**src/rtl/btn_pkg.sv**
```systemverilog
// Shared types and default timing constants for the push-button conditioning path.
package btn_pkg;

  typedef enum logic [1:0] {
    RP_IDLE   = 2'd0,
    RP_DELAY  = 2'd1,
    RP_REPEAT = 2'd2
  } rep_state_t;

  // Defaults assume a 50 MHz board clock.
  localparam int unsigned BTN_DB_CYCLES     = 500000;
  localparam int unsigned BTN_REPEAT_DELAY  = 25000000;
  localparam int unsigned BTN_REPEAT_PERIOD = 5500000;

endpackage

```
**src/rtl/btn_channel.sv**
```systemverilog
// One button channel: 2-FF synchronizer, counting debouncer and auto-repeat FSM.
// Emits a one-cycle ev on press and on every auto-repeat while held.
module btn_channel
  import btn_pkg::*;
#(
  parameter int unsigned DB_CYCLES     = BTN_DB_CYCLES,
  parameter int unsigned REPEAT_DELAY  = BTN_REPEAT_DELAY,
  parameter int unsigned REPEAT_PERIOD = BTN_REPEAT_PERIOD,
  parameter int unsigned CNT_W         = 26
) (
  input  logic CLK,
  input  logic clear,
  input  logic btn,
  output logic db,
  output logic ev
);

  localparam logic [CNT_W-1:0] DB_LAST     = CNT_W'(DB_CYCLES - 1);
  localparam logic [CNT_W-1:0] DELAY_LAST  = CNT_W'(REPEAT_DELAY - 1);
  localparam logic [CNT_W-1:0] PERIOD_LAST = CNT_W'(REPEAT_PERIOD - 1);

  logic             s1, s2;
  logic [CNT_W-1:0] db_cnt;
  logic [CNT_W-1:0] rep_cnt;
  rep_state_t       state, next_state;
  logic             rep_expire;

  // NOTE: registers use non-blocking assignments so every flop samples pre-edge values.
  always_ff @(posedge CLK) begin
    if (clear) begin
      s1     <= 1'b0;
      s2     <= 1'b0;
      db     <= 1'b0;
      db_cnt <= '0;
    end else begin
      s1 <= btn;
      s2 <= s1;
      if (s2 != db) begin
        if (db_cnt == DB_LAST) begin
          db     <= s2;
          db_cnt <= '0;
        end else begin
          db_cnt <= db_cnt + 1'b1;
        end
      end else begin
        db_cnt <= '0;
      end
    end
  end

  assign rep_expire = ((state == RP_DELAY)  && (rep_cnt == DELAY_LAST)) ||
                      ((state == RP_REPEAT) && (rep_cnt == PERIOD_LAST));

  // Counter restarts on entry to RP_DELAY, on every expiry and whenever released.
  always_ff @(posedge CLK) begin
    if (clear) begin
      state   <= RP_IDLE;
      rep_cnt <= '0;
    end else begin
      state <= next_state;
      if ((state == RP_IDLE) || !db || rep_expire) begin
        rep_cnt <= '0;
      end else begin
        rep_cnt <= rep_cnt + 1'b1;
      end
    end
  end

  // NOTE: default assignment first keeps combinational processes free of latches.
  always_comb begin
    next_state = state;
    case (state)
      RP_IDLE:   if (db) next_state = RP_DELAY;
      RP_DELAY:  if (!db) next_state = RP_IDLE;
                 else if (rep_expire) next_state = RP_REPEAT;
      RP_REPEAT: if (!db) next_state = RP_IDLE;
      default:   next_state = RP_IDLE;
    endcase
  end

  // db low suppresses ev, so a release beats a same-cycle expiry.
  always_comb begin
    ev = 1'b0;
    case (state)
      RP_IDLE:             ev = db;
      RP_DELAY, RP_REPEAT: ev = db && rep_expire;
      default:             ev = 1'b0;
    endcase
  end

endmodule

```
**src/rtl/btn_conditioner.sv**
```systemverilog
// Left/Right button conditioning: two channels feeding move-request latches that
// hold until the game's mv_tick, with last-press-wins direction arbitration.
module btn_conditioner
  import btn_pkg::*;
#(
  parameter int unsigned DB_CYCLES     = BTN_DB_CYCLES,
  parameter int unsigned REPEAT_DELAY  = BTN_REPEAT_DELAY,
  parameter int unsigned REPEAT_PERIOD = BTN_REPEAT_PERIOD,
  parameter int unsigned CNT_W         = 26
) (
  input  logic CLK,
  input  logic clear,
  input  logic Left,
  input  logic Right,
  input  logic mv_tick,
  output logic left_req,
  output logic right_req,
  output logic left_db,
  output logic right_db
);

  logic left_ev, right_ev;

  btn_channel #(
    .DB_CYCLES    (DB_CYCLES),
    .REPEAT_DELAY (REPEAT_DELAY),
    .REPEAT_PERIOD(REPEAT_PERIOD),
    .CNT_W        (CNT_W)
  ) u_left (
    .CLK  (CLK),
    .clear(clear),
    .btn  (Left),
    .db   (left_db),
    .ev   (left_ev)
  );

  btn_channel #(
    .DB_CYCLES    (DB_CYCLES),
    .REPEAT_DELAY (REPEAT_DELAY),
    .REPEAT_PERIOD(REPEAT_PERIOD),
    .CNT_W        (CNT_W)
  ) u_right (
    .CLK  (CLK),
    .clear(clear),
    .btn  (Right),
    .db   (right_db),
    .ev   (right_ev)
  );

  // Fresh events outrank mv_tick; simultaneous opposite events cancel out.
  always_ff @(posedge CLK) begin
    if (clear) begin
      left_req  <= 1'b0;
      right_req <= 1'b0;
    end else if (left_ev && right_ev) begin
      left_req  <= 1'b0;
      right_req <= 1'b0;
    end else if (left_ev) begin
      left_req  <= 1'b1;
      right_req <= 1'b0;
    end else if (right_ev) begin
      left_req  <= 1'b0;
      right_req <= 1'b1;
    end else if (mv_tick) begin
      left_req  <= 1'b0;
      right_req <= 1'b0;
    end
  end

endmodule

```
**config.mk**
```make
export PLATFORM = sky130hd
export DESIGN_NAME = btn_conditioner
export DESIGN_NICKNAME = d
export VERILOG_FILES = /design/src/rtl/btn_pkg.sv /design/src/rtl/btn_channel.sv /design/src/rtl/btn_conditioner.sv
export SDC_FILE = /design/constraint.sdc
export NUM_CORES = 1
export LEC_CHECK = 0
export ABC_AREA = 0
export BUFFER_PORTS_ARGS = -buffer_cell sky130_fd_sc_hd__buf_2
export CAP_MARGIN = 25
export CORE_UTILIZATION = 50
export DETAILED_ROUTE_END_ITERATION = 8
export GPL_TIMING_DRIVEN = 0
export PLACE_DENSITY = 0.62
export SLEW_MARGIN = 40
export SYNTH_ARGS = -nofsm -noshare
export SYNTH_HDL_FRONTEND = slang
export SYNTH_SLANG_ARGS = --single-unit
```
**constraint.sdc**
```tcl
create_clock -name CLK -period 2.25 [get_ports CLK]
set_input_delay 0.45 -clock CLK [delete_from_list [all_inputs] [get_ports CLK]]
set_output_delay 0.45 -clock CLK [all_outputs]
set_load 0.05 [all_outputs]
```
==> impl_metrics.env <==
export IMPL_outcome="complete, no violations"
export IMPL_fin_nets=668
export IMPL_r2r_cells=9
export IMPL_async_flop_share_pct=0
export IMPL_synth_compound_area_share_pct=3.03
export IMPL_met3_wirelength_um=404
export IMPL_cts_buffers_inserted=17
export IMPL_slew_headroom_pct=62.9
export IMPL_drive_gt1_share_pct=9.04
export IMPL_cp_slowest_cell="or4b_1"
export IMPL_drv_slew=0
export IMPL_endpoint_kind="flip-flop"
export IMPL_slowest_delay_ns=0.52
export IMPL_diodes=0
export IMPL_max_vdd_ir_drop_uv=547
export IMPL_path_class="reg -> reg"
export IMPL_p_per_area_mw_per_mm2=760
export IMPL_p_sw_uw=953
export IMPL_cp_num_buf_inv=3
export IMPL_cts_sinks=116
export IMPL_core_area_mm2=0.0105
export IMPL_vias_per_cell=5.38
export IMPL_synth_top_cell_area_share_pct=42.7
export IMPL_internal_power_mw=3.81
export IMPL_ys_types=45
export IMPL_synth_area_leader_cell="dfxtp_1"
export IMPL_die_w_um=106
export IMPL_combPwrFrac_pct=1.1
export IMPL_p_leak_nw=2.06
export IMPL_cts_root_buf="clkbuf_8"
export IMPL_setup_slack_ns=0.178
export IMPL_syn_inst=626
export IMPL_synthAdderAreaFrac_pct=2.76
export IMPL_hold_viol=0
export IMPL_wl_met1_mm=5.27
export IMPL_power_mw=4.77
export IMPL_critPathArrivalTime_ns=2.53
export IMPL_clock_skew_ns=0.00636
export IMPL_start_util_pct=52.0
export IMPL_setup_violations=0
export IMPL_p_clk_share_pct=55.5
export IMPL_synth_edff_count=0
export IMPL_syn_to_final_growth_pct=15.3
export IMPL_route_detailed_drc=0
export IMPL_yosysWarnings=0
export IMPL_hold_depth=2
export IMPL_num_rows=37
export IMPL_route_met2_wl_mm=4.83
export IMPL_drtAntennaViolNets=0
export IMPL_hold_path_class="in -> reg"
export IMPL_grt_setup_unrepaired="false"
export IMPL_critPathTopFamily="simple AND/OR/NAND/NOR gates"
export IMPL_cts_max_level=4
export IMPL_top_layer="met4"
export IMPL_timing_critical_path_mode_cell="buf_6"
export IMPL_synth_avg_cell_area_um2=8.70
export IMPL_dieHeight_um=106
export IMPL_synth_top_family_by_area="simple AND/OR/NAND/NOR gates"
export IMPL_dieArea_mm2=0.0113
export IMPL_dp_slack_ns=-0.0211
export IMPL_first_global_vias=4034
export IMPL_dr_first_iter_drc_count=191
export IMPL_yosysSeqAreaShare_pct=42.7
export IMPL_port_buffers=8
export IMPL_fin_crit_sh_pct=92.1
export IMPL_io_pins=9
export IMPL_synth_main_ff_cell="dfxtp_1"
export IMPL_max_cap_viol_count=0
export IMPL_clk_pin_slew_ns=0.06
export IMPL_grt_pass1_wl_mm=18.2
export IMPL_fmax_mhz=483
export IMPL_grt_use_total_pct=20.3
export IMPL_antenna_found_initial=0
export IMPL_wire_per_inst_um=13.3
export IMPL_synthSimpleGateAreaFrac_pct=32.2
export IMPL_syn_nets=643
export IMPL_dr_pass1_iters=4
export IMPL_netlist_area_mm2=0.00544
export IMPL_crit_fanout=10
export IMPL_synth_mux_area_share_pct=0.735
export IMPL_cts_max_path_buffers=2
export IMPL_critPathLaunchType="flip-flop"
export IMPL_grt_max_degree=17
export IMPL_seqPwrFrac_pct=43.4
export IMPL_worst_endpoint_required_ns=2.71
export IMPL_worst_pin_slew_ns=0.554
export IMPL_synthXorXnorAreaFrac_pct=15.3
export IMPL_synth_most_common_cell="nor2_1"
export IMPL_path_cells="inv_1 > ha_1 > nor2b_1 > nand4_1 > o32ai_4 > or4b_1 > buf_6 > buf_6 > nor2_1"
export IMPL_synthTopCellsByArea="dfxtp_1 43%, xor2_1 8.5%, nor2_1 8.5%, xnor2_1 6.8%, nand4_1 4.1%"
export IMPL_gp_congestion=0.795
export IMPL_swShare_pct=20.0
export IMPL_routed_wl_mm=10.6
export IMPL_grt_overflow=0
export IMPL_synth_common_cells="123 x nor2_1, 116 x dfxtp_1, 53 x xor2_1"
export IMPL_ys_ff_latch=116
export IMPL_route_vias_total=4307
export IMPL_clock_latency_ns=0.52
export IMPL_min_period_ns=2.07
export IMPL_worst_path_stages=9
export IMPL_cts_tree="built"
export IMPL_post_dp_hpwl_mm=7.16
path summary, 6_finish.rpt:
check	from	endpoint	slack, ns
max	u_right.state[0]$_SDFFE_PP0P_	u_right.rep_cnt[24]$_SDFF_PP0_	0.18
min reg2reg	u_right.s1$_SDFF_PP0_	u_right.s2$_SDFF_PP0_	0.44
max reg2reg	u_right.state[0]$_SDFFE_PP0P_	u_right.rep_cnt[24]$_SDFF_PP0_	0.18
min	Right	u_right.s1$_SDFF_PP0_	0.14
logic make-up (layout without fill, tap and decap cells):
logic type               count (synthesis)  after routing
AO/OA/AOI/OAI                           24             24
XOR/XNOR                                95             95
adder cells (fa/ha/maj)                 12             12
buffers and inverters                   38             76
flip-flops                             116            116
multiplexers                             4              4
AND/OR/NAND/NOR                        337            337
worst register-to-register path: cells and delay by family (launching register included):
kind                     cells  cell delay (ns)
adder cells (fa/ha/maj)      1             0.21
AND/OR/NAND/NOR              4             0.91
buffers and inverters        3             0.38
flip-flops                   1             0.38
AO/OA/AOI/OAI                1             0.12
metrics by stage:
step	instance area [um^2]	setup TNS, ns	cells	util [%]	hold WS, ns
floorplan	5440	0	626	-	0.414
global placement	5650	0	770	54.0	0.423
detailed placement	5660	-0.0551	770	54.1	0.426
CTS	6240	0	802	59.7	0.117
global route	6270	0	800	60.0	0.169
finish	6270	0	800	60.0	0.141
final cells by class:
type / count / area (um^2)
clock inverter: 10 / 130
inverter: 15 / 56.3
sequential: 116 / 2320
fill: 929 / 4190
timing repair buffer: 8 / 40.0
multi-input combinational: 472 / 2980
tap: 136 / 170
buffer: 21 / 123
clock buffer: 22 / 453
flip-flops by register name, summed over array words and instances, names as in the netlist:
signal	count
u_left.db_cnt	26
u_left.rep_cnt	26
u_right.db_cnt	26
u_right.rep_cnt	26
u_left.state	2
u_right.state	2
left_req	1
right_req	1
u_left.db	1
u_left.s1	1
u_left.s2	1
u_right.db	1
u_right.s1	1
u_right.s2	1
power by group through the flow:
stage	Combinational (mW)	Sequential [mW]	Clock (mW)
floorplan	0.0352	2.11	0
global placement	0.0502	2.11	0
detailed placement	0.0511	2.11	0
CTS	0.0518	2.07	2.71
global route	0.0584	2.07	2.80
finish	0.0504	2.07	2.65
metal layers:
| metal | up-vias | global-route usage [%] |
|---|---|---|
| met3 | 13 | 7.48 |
| li1 | 2222 | - |
| met1 | 2010 | 26.0 |
| met5 | - | 0 |
| met2 | 62 | 31.0 |
| met4 | 0 | 8.04 |
timing repair:
action,CTS,global route
setup buffers,0,0
resized for setup,2,5
setup endpoints to repair,8,81
endpoints found under the hold margin,0,0
gates cloned,0,0
hold buffers,0,0
placed cells by master (no fill, tap or decap), types with 2 or more instances in the layout:
cell type	n
dfxtp_1	116
nor3b_1	2
clkinvlp_4	2
buf_2	11
nand3_1	41
inv_1	15
nor4b_2	2
and3_1	19
mux2i_1	4
buf_6	4
clkbuf_1	13
nor2_1	123
ha_1	12
nand4_1	36
and2_1	7
xnor2_1	42
nor4bb_1	3
xor2_1	53
clkbuf_8	3
and4_1	15
clkbuf_16	16
nor4_1	12
clkbuf_2	2
a21oi_1	7
nor3_2	3
nor3_1	12
bufinv_16	3
nor4b_1	5
o21ai_0	5
clkinv_2	5
or3_1	7
a21o_1	2
clkbuf_4	2
nand2_1	35
nor2b_1	8
Power figures use the tool's default switching activity.
